==> src/rtl/wbi2c_mem_master.sv <==
// Wishbone-controlled I2C memory master: byte buffer, sub-address phase,
// timeout/abort/NACK reporting, driving an external lli2cm byte engine.
module wbi2c_mem_master #(
    parameter int MEM_ADDR_BITS   = 7,
    parameter int ADDR_BYTES      = 1,
    parameter int TICKBITS        = 20,
    parameter int CLOCKS_PER_TICK = 1000,
    parameter int CONSTANT_SPEED  = 0,
    parameter int READ_ONLY       = 0,
    parameter int TIMEOUT_BITS    = 16
) (
    input  logic                     i_clk,
    input  logic                     i_rst,
    input  logic                     i_wb_cyc,
    input  logic                     i_wb_stb,
    input  logic                     i_wb_we,
    input  logic [MEM_ADDR_BITS-2:0] i_wb_addr,
    input  logic [31:0]              i_wb_data,
    input  logic [3:0]               i_wb_sel,
    output logic                     o_wb_ack,
    output logic                     o_wb_stall,
    output logic [31:0]              o_wb_data,
    output logic                     o_ll_cyc,
    output logic                     o_ll_stb,
    output logic                     o_ll_we,
    output logic [7:0]               o_ll_data,
    output logic [TICKBITS-1:0]      o_ll_speed,
    input  logic                     i_ll_ack,
    input  logic                     i_ll_stall,
    input  logic                     i_ll_err,
    input  logic [7:0]               i_ll_data,
    output logic                     o_int
);
    localparam int MAB = MEM_ADDR_BITS;
    localparam logic [TICKBITS-1:0] CPT = TICKBITS'(CLOCKS_PER_TICK);

    typedef enum logic [2:0] {
        S_IDLE, S_DEVW, S_SUBA, S_TX, S_RESTART, S_DEVR, S_RX, S_DRAIN
    } state_t;

    state_t state, state_n;
    logic stb, stb_n, cyc, cyc_n, pend, pend_n, we, we_n;
    logic [7:0] data, data_n, tx_byte;
    logic [6:0] dev, dev_n;
    logic rd, rd_n, abyte, abyte_n;
    logic [MAB-1:0] cnt, cnt_n;
    logic [15:0] sub, sub_n;
    logic err, err_n, nack, nack_n, tmo, tmo_n;
    logic [TICKBITS-1:0] speed;
    logic [TIMEOUT_BITS-1:0] tcnt;
    logic [7:0] mem [2**MAB];
    logic [31:0] rdat;

    logic wb_req, is_buf, reg_wr, cmd_wr, busy, accept, got_ack;
    logic tmo_hit, start, store, buf_wr;
    logic [MAB-3:0] widx;

    assign wb_req  = i_wb_cyc & i_wb_stb;
    assign is_buf  = i_wb_addr[MAB-2];
    assign widx    = i_wb_addr[MAB-3:0];
    assign reg_wr  = wb_req & i_wb_we & !is_buf;
    assign cmd_wr  = reg_wr & (i_wb_addr[1:0] == 2'd0);
    assign busy    = (state != S_IDLE);
    assign accept  = stb & !i_ll_stall;
    assign got_ack = i_ll_ack & (pend | accept);
    assign tmo_hit = (stb | pend) & !i_ll_ack & (&tcnt);
    assign buf_wr  = wb_req & i_wb_we & is_buf & !busy & (READ_ONLY == 0);
    assign start   = cmd_wr & (i_wb_data[MAB-1:0] != '0)
                   & (i_wb_data[16] | (READ_ONLY == 0));

    always_comb begin
        unique case (state)
            S_DEVW:  tx_byte = {dev, 1'b0};
            S_SUBA:  tx_byte = (ADDR_BYTES == 2 && !abyte) ? sub[15:8] : sub[7:0];
            S_TX:    tx_byte = mem[sub[MAB-1:0]];
            S_DEVR:  tx_byte = {dev, 1'b1};
            default: tx_byte = 8'h00;
        endcase
    end

    always_comb begin
        state_n = state;
        stb_n   = stb & i_ll_stall;
        pend_n  = (pend | accept) & !i_ll_ack & !i_ll_err;
        cyc_n   = cyc;
        we_n    = we;
        data_n  = data;
        dev_n   = dev;
        rd_n    = rd;
        cnt_n   = cnt;
        sub_n   = sub;
        abyte_n = abyte;
        err_n   = err;
        nack_n  = nack;
        tmo_n   = tmo;
        store   = 1'b0;
        if (reg_wr && i_wb_addr[1:0] == 2'd2 && !busy)
            sub_n = i_wb_data[15:0];
        unique case (state)
            S_IDLE: begin
                cyc_n  = 1'b0;
                stb_n  = 1'b0;
                pend_n = 1'b0;
                if (start) begin
                    dev_n   = i_wb_data[23:17];
                    rd_n    = i_wb_data[16];
                    cnt_n   = i_wb_data[MAB-1:0];
                    err_n   = 1'b0;
                    nack_n  = 1'b0;
                    tmo_n   = 1'b0;
                    abyte_n = 1'b0;
                    cyc_n   = 1'b1;
                    state_n = (ADDR_BYTES == 0 && i_wb_data[16]) ? S_DEVR : S_DEVW;
                end
            end
            S_RESTART: begin
                cyc_n   = 1'b1;
                state_n = S_DEVR;
            end
            S_DRAIN: begin
                stb_n = 1'b0;
                if (!pend_n) begin
                    cyc_n   = 1'b0;
                    state_n = S_IDLE;
                end
            end
            default: begin
                // Issue a byte only once the previous one has been acked
                if (!stb && !pend) begin
                    stb_n  = 1'b1;
                    we_n   = (state != S_RX);
                    data_n = tx_byte;
                end
                if (got_ack) begin
                    case (state)
                        S_DEVW: begin
                            if (ADDR_BYTES == 0) state_n = S_TX;
                            else state_n = S_SUBA;
                        end
                        S_SUBA: begin
                            if (ADDR_BYTES < 2 || abyte) begin
                                if (rd) begin
                                    state_n = S_RESTART;
                                    cyc_n   = 1'b0;
                                end else begin
                                    state_n = S_TX;
                                end
                            end else begin
                                abyte_n = 1'b1;
                            end
                        end
                        S_DEVR: state_n = S_RX;
                        default: begin
                            store = (state == S_RX);
                            sub_n = sub + 16'd1;
                            cnt_n = cnt - MAB'(1);
                            if (cnt == MAB'(1)) state_n = S_DRAIN;
                        end
                    endcase
                end
            end
        endcase
        if (busy && i_ll_err) begin
            err_n   = 1'b1;
            nack_n  = 1'b1;
            stb_n   = 1'b0;
            state_n = S_DRAIN;
        end
        if (busy && cmd_wr && i_wb_data[31]) begin
            stb_n   = 1'b0;
            state_n = S_DRAIN;
        end
        if (busy && tmo_hit) begin
            err_n   = 1'b1;
            tmo_n   = 1'b1;
            stb_n   = 1'b0;
            pend_n  = 1'b0;
            cyc_n   = 1'b0;
            state_n = S_IDLE;
        end
    end

    always_ff @(posedge i_clk) begin
        if (i_rst) begin
            state <= S_IDLE;
            stb   <= 1'b0;
            cyc   <= 1'b0;
            pend  <= 1'b0;
            we    <= 1'b0;
            data  <= 8'h00;
            dev   <= 7'h00;
            rd    <= 1'b0;
            cnt   <= '0;
            sub   <= 16'h0000;
            abyte <= 1'b0;
            err   <= 1'b0;
            nack  <= 1'b0;
            tmo   <= 1'b0;
            tcnt  <= '0;
        end else begin
            state <= state_n;
            stb   <= stb_n;
            cyc   <= cyc_n;
            pend  <= pend_n;
            we    <= we_n;
            data  <= data_n;
            dev   <= dev_n;
            rd    <= rd_n;
            cnt   <= cnt_n;
            sub   <= sub_n;
            abyte <= abyte_n;
            err   <= err_n;
            nack  <= nack_n;
            tmo   <= tmo_n;
            if (!(stb | pend) || i_ll_ack) tcnt <= '0;
            else tcnt <= tcnt + TIMEOUT_BITS'(1);
        end
    end

    always_ff @(posedge i_clk) begin
        if (i_rst) speed <= CPT;
        else if (CONSTANT_SPEED != 0) speed <= CPT;
        else if (reg_wr && i_wb_addr[1:0] == 2'd1) speed <= i_wb_data[TICKBITS-1:0];
        else if (speed == '0) speed <= CPT;
    end

    // Buffer is deliberately not reset; bytes are big-endian within a word
    always_ff @(posedge i_clk) begin
        if (buf_wr) begin
            for (int k = 0; k < 4; k++)
                if (i_wb_sel[3-k]) mem[{widx, 2'(k)}] <= i_wb_data[31-8*k -: 8];
        end
        if (store) mem[sub[MAB-1:0]] <= i_ll_data;
    end

    always_comb begin
        rdat = 32'h0;
        unique case (i_wb_addr[1:0])
            2'd0: begin
                rdat[31]     = busy;
                rdat[30]     = err;
                rdat[29]     = nack;
                rdat[28]     = tmo;
                rdat[23:17]  = dev;
                rdat[16]     = rd;
                rdat[MAB-1:0] = cnt;
            end
            2'd1: rdat[TICKBITS-1:0] = speed;
            2'd2: rdat[15:0] = sub;
            default: rdat = 32'h0;
        endcase
    end

    always_ff @(posedge i_clk) begin
        if (i_rst) begin
            o_wb_ack  <= 1'b0;
            o_wb_data <= 32'h0;
        end else begin
            o_wb_ack <= wb_req;
            if (is_buf)
                o_wb_data <= {mem[{widx, 2'd0}], mem[{widx, 2'd1}],
                              mem[{widx, 2'd2}], mem[{widx, 2'd3}]};
            else
                o_wb_data <= rdat;
        end
    end

    assign o_wb_stall = 1'b0;
    assign o_ll_cyc   = cyc;
    assign o_ll_stb   = stb;
    assign o_ll_we    = we;
    assign o_ll_data  = data;
    assign o_ll_speed = speed;
    assign o_int      = !busy;
endmodule

==> config.mk <==
export PLATFORM = sky130hd
export DESIGN_NAME = wbi2c_mem_master
export DESIGN_NICKNAME = d
export VERILOG_FILES = /design/src/rtl/wbi2c_mem_master.sv
export SDC_FILE = /design/constraint.sdc
export NUM_CORES = 2
export LEC_CHECK = 0
export CORE_UTILIZATION = 35
export CTS_CLUSTER_DIAMETER = 150
export DETAILED_ROUTE_END_ITERATION = 12
export PLACE_DENSITY_LB_ADDON = 0.12
export SLEW_MARGIN = 40
export SYNTH_ARGS = -nofsm -noshare
export SYNTH_HDL_FRONTEND = slang
export SYNTH_SLANG_ARGS = --single-unit
==> constraint.sdc <==
create_clock -name i_clk -period 3.9 [get_ports i_clk]
set_clock_uncertainty 0.15 [all_clocks]
set_input_delay 0.78 -clock i_clk [delete_from_list [all_inputs] [get_ports i_clk]]
set_output_delay 0.78 -clock i_clk [all_outputs]
set_load 0.02 [all_outputs]
Word level (Yosys, flattened, before mapping)
Memory sizes are Yosys's and may differ from the RTL's. A register that Yosys moved wholly into a read port is not among the register bits.
Cells that the tools add are included.
{"block": "op_classes", "n_eq_ne": 16, "bitwise": 19, "n_mux": 60, "add_sub_neg": 3, "reduce_logical": 54}
{"op": "2-to-1 mux 16 bit", "count": 4}
{"op": "2-to-1 mux 20 bit", "count": 2}
{"op": "2-to-1 mux 7 bit", "count": 5}
{"op": "adder 16 x 1 -> 16 bit (second input constant)", "count": 2}
{"op": "2-to-1 mux 32 bit", "count": 1}
{"op": "case mux 8 bit (4 select lines)", "count": 1}
{"op": "2-to-1 mux 1 bit", "count": 29}
{"op": "2-to-1 mux 3 bit", "count": 7}
{"op": "case mux 7 bit (3 select lines)", "count": 1}
{"op": "logical NOT 20 bit", "count": 1}
{"op": "case mux 3 bit (3 select lines)", "count": 2}
{"op": "case mux 9 bit (2 select lines)", "count": 1}
{"op": "AND reduction 16 bit", "count": 1}
{"op": "bitwise AND 1 bit", "count": 14}
{"op": "case mux 7 bit (2 select lines)", "count": 1}
{"op": "== test 3 bit (second input constant)", "count": 4}
{"op": "AND reduction 4 bit", "count": 3}
{"op": "nonzero test 2 bit", "count": 6}
{"op": "nonzero test 4 bit", "count": 3}
{"op": "AND reduction 2 bit", "count": 5}
{"op": "OR reduction 2 bit", "count": 5}
{"op": "nonzero test 3 bit", "count": 3}
{"op": "nonzero test 9 bit", "count": 1}
{"op": "OR reduction 3 bit", "count": 3}
{"op": "26 further kinds", "count": 47}
{"block": "word_totals", "out_inout_bits": 66, "register_bits": 118, "ramBits": 1024, "inputBits": 58, "memories": 1, "elab_cells": 171}
{"name": "mem", "depth": 128, "width": 8, "rd": 5, "rd_clocked_by_memory_dff": 1, "wr": 4, "line_no": "51", "text": "logic [7:0] mem [2**MAB];"}

Logic depth before layout (Yosys ltp)
{"block": "logic_depth", "word_depth": 10, "ltp_mapped": 13, "ltp_nobuf": 8}

Worst setup path before layout
OpenSTA, ideal clock, no wires.
{"block": "synth_timing", "kind": "input -> register", "startpoint": "input i_wb_addr[1]", "endpoint": "memory mem[0][0], enable pin", "arrival_time_ns": 2.972, "n_path_buf": 6, "setup_slack_ns": 0.401, "t_required_ns": 3.374, "cell_stages": 10, "setup_time_ns": 0.376, "path_cell_list": "clkbuf_1 -> clkbuf_1 -> clkbuf_1 -> buf_2 -> inv_1 -> ha_1 -> clkbuf_1 -> clkbuf_1 -> nand2_1 -> o22ai_1"}
{"item": "start: declaration", "line_no": "17", "text": "input logic [MEM_ADDR_BITS-2:0] i_wb_addr,"}
{"item": "end: declaration", "line_no": "51"}

Final worst setup path
{"block": "layout_timing", "startpoint": "register sub[1]", "endpoint": "register data[1], in the netlist o_ll_data[1]"}
{"block": "layout_via", "elab_chain_len": 1}
{"item": "start: declaration", "line_no": "47", "text": "logic [15:0] sub, sub_n;"}
{"item": "start signal: assignment", "line_no": "210", "text": "sub <= sub_n;"}
{"item": "case mux 8 bit (4 select lines)", "line_no": "72", "text": "unique case (state)"}
{"item": "end signal: assignment", "line_no": "206", "text": "data <= data_n;"}
{"item": "end: declaration", "line_no": "43", "text": "logic [7:0] data, data_n, tx_byte;"}
Every way passes these cells.
A chain may end at the register's enable or synchronous reset.

==> flow_summary.json <==
{
  "power_frac_seq_pct": 44.9,
  "via_count": 50100,
  "period_share_pct": 96.1,
  "htree_levels": 4,
  "cp-end-kind": "flop",
  "min_period_ns": 3.75,
  "place_ws_ns": -0.0242,
  "syn_inst": 4925,
  "rsz0062_at_grt": "no",
  "hold_buffers": 0,
  "crit_fanout": 14,
  "synth_warnings": 0,
  "maxCapViolCount": 0,
  "fp.dieW_um": 439,
  "antenna_found_initial": 16,
  "num_rows": 159,
  "die_area_um2": 192000,
  "start_kind": "flop",
  "yosysSeqAreaShare_pct": 49.6,
  "place.gp.congestion": 1.02,
  "tightest_slew_ns": 0.929,
  "hold_path.class": "input pin to flop",
  "final_common_cell": "edfxtp_1",
  "drtPass1Iterations": 6,
  "drt_iter0_markers": 8017,
  "ir_worst_vdd_mv": 0.478,
  "async_flop_share_pct": 0,
  "numCtsBuffers": 138,
  "syn_area_um2": 66700,
  "worstSkewPairLatency_ns": 0.82,
  "die_h_um": 439,
  "p_sw_share_pct": 25.9,
  "start_util_pct": 35.4,
  "cts_sinks": 1142,
  "io-pin-count": 124,
  "core_um2": 189000,
  "utilization_pct": 41.1,
  "switching_power_w": 0.00775,
  "fin_ws_ns": 0.152,
  "layout_common_cells": "1024 x edfxtp_1, 1015 x mux2_2, 516 x mux2i_1, 395 x buf_4, 335 x o22ai_1",
  "finalMaxSlewViolations": 0,
  "clockBufferDepth": 3,
  "grtUsageTotal_pct": 32.4,
  "synth_nets": 4992,
  "slew_headroom_pct": 37.8,
  "leakage_nw": 23.5,
  "crit_type": "flop to flop",
  "p_comb_share_pct": 11.1,
  "hold_viol": 0,
  "drt-total-wl_um": 319000,
  "portBuffers": 122,
  "syn_to_final_growth_pct": 16.2,
  "dp_hpwl_um": 231000,
  "clkPwrFrac_pct": 43.9,
  "p_int_w": 0.0221,
  "dpl_cell_area_um2": 72900,
  "synth_edf_count": 1024,
  "ys.flop_type": "edfxtp_1",
  "ys_types": 81,
  "cts_resized": 0,
  "layout-drive-gt1-share_pct": 41.5,
  "grt_pass1_vias": 46000,
  "cts-root-buf": "clkbuf_16",
  "grt-ovfl-total": 0,
  "fin_area_um2": 77500,
  "status": "complete, no violations",
  "arrival_ns": 4.33,
  "wire_per_inst_um": 41.4,
  "ant_nets": 0,
  "cts_tree": "yes",
  "worstPathRequired_ns": 4.48,
  "synth_seq_cells": 1142,
  "drc": 0,
  "clkTransAtPathRegs_ns": 0.06,
  "syn_avg_cell_area_um2": 13.5,
  "power_density_nw_per_um2": 386,
  "finalSetupViolCount": 0,
  "nets": 5155,
  "fmax_mhz": 267,
  "grt_max_degree": 78,
  "cts_setup_buffers": 0,
  "grt_pass1_wl_um": 422000,
  "vias_per_cell": 6.50,
  "whs_ns": 0.152
}
## flip-flops by register name (all words and copies together) (netlist names), 7 cells and up
name	flops
tcnt	16
o_ll_speed	20
mem	1024
sub	16
o_ll_data	8
cnt	7
dev	7
o_wb_data	32
## logic make-up after synthesis
logic type	share of synthesized area, %
muxes	33.7
xor gates and xnor gates	0.131
and+or+nand+nor	5.81
adders and majority gates	0.169
AOI/OAI and AO/OA	7.08
other	0.00562
DFF	49.6
buffers and inverters	3.49
## cells in the mapped netlist, types with 6 or more instances
master	count	area, µm²
nor2b_1	7	43.8
a22oi_1	142	1070
a222oi_1	8	80.1
nand2_2	6	37.5
mux4_2	256	5770
o31ai_1	11	82.6
buf_2	113	566
xor2_1	7	61.3
a22o_1	10	87.6
nor4_1	48	300
o22ai_1	364	2280
dfxtp_1	118	2360
inv_1	16	60.1
edfxtp_1	1024	30700
nand2b_1	19	119
a21oi_1	64	320
mux2_1	9	101
ha_1	9	113
buf_4	16	120
mux2i_1	516	5160
a221oi_1	11	96.3
nor3_1	60	300
nor2_1	159	597
nor2_4	47	529
nand2_1	116	435
nor2_2	80	500
clkbuf_1	395	1480
a31oi_1	10	62.6
or3_1	8	50.1
mux2_2	1015	11400
o21ai_0	56	280
nand4_1	20	125
nand3_1	59	295
and3_1	9	56.3
a41oi_1	17	149
buf_1	19	71.3
## power groups by stage
stage	Clock, W	Combinational (W)	Sequential [W]
6_report	0.0131	0.00333	0.0134
4_1_cts	0.0132	0.00323	0.0134
5_1_grt	0.0136	0.00339	0.0134
3_3_place_gp	0	0.00320	0.0137
3_5_place_dp	0	0.00322	0.0137
2_1_floorplan	0	0.00172	0.0137
## per-stage QoR
stage | power [W] | TNS, ns | instances
floorplan | 0.0154 | 0 | 4925
global placement | 0.0169 | -1.77 | 7438
detailed placement | 0.0169 | -0.189 | 7441
CTS | 0.0299 | 0 | 7696
global route | 0.0305 | 0 | 7699
finish | 0.0299 | 0 | 7705
## path summary, 6_finish.rpt
check                                                  end               start  depth (start not counted)  slack [ns]
worst max-delay path             o_ll_data[1]$_SDFFE_PP0P_   sub[1]$_SDFF_PP0_                          6        0.15
worst min-delay path            o_ll_speed[6]$_SDFFE_PP1P_        i_wb_data[6]                          3        0.15
worst max register to register   o_ll_data[1]$_SDFFE_PP0P_   sub[1]$_SDFF_PP0_                          6        0.15
worst min register to register          tcnt[0]$_SDFF_PP0_  tcnt[0]$_SDFF_PP0_                          1        0.31
## metal layers
metal	share of wire, %	track usage (%)	up-vias
li1	-	-	19900
met1	41	45.4	26100
met2	42	45.9	3512
met3	12	8.77	485
met4	5.5	15.4	4
met5	0.0081	0.0496	-
## critical path, cell delays in order, from the launching register on
cell and delay, ns:
dfxtp_1 0.67, nand4b_1 0.84, o22ai_1 0.66, nor3_1 0.10, nand3_1 0.52, nand3_1 0.42, o31ai_1 0.29
## cell type report
| type | instances | area [µm²] |
|---|---|---|
| Multi-Input combinational cell | 3220 | 31500 |
| Clock inverter | 66 | 609 |
| Tap cell | 2495 | 3120 |
| Antenna cell | 7 | 17.5 |
| Clock buffer | 189 | 3850 |
| Fill cell | 17600 | 111000 |
| Sequential cell | 1142 | 33100 |
| Inverter | 17 | 63.8 |
| Timing Repair Buffer | 569 | 5200 |
(Power assumes the default switching activity.)
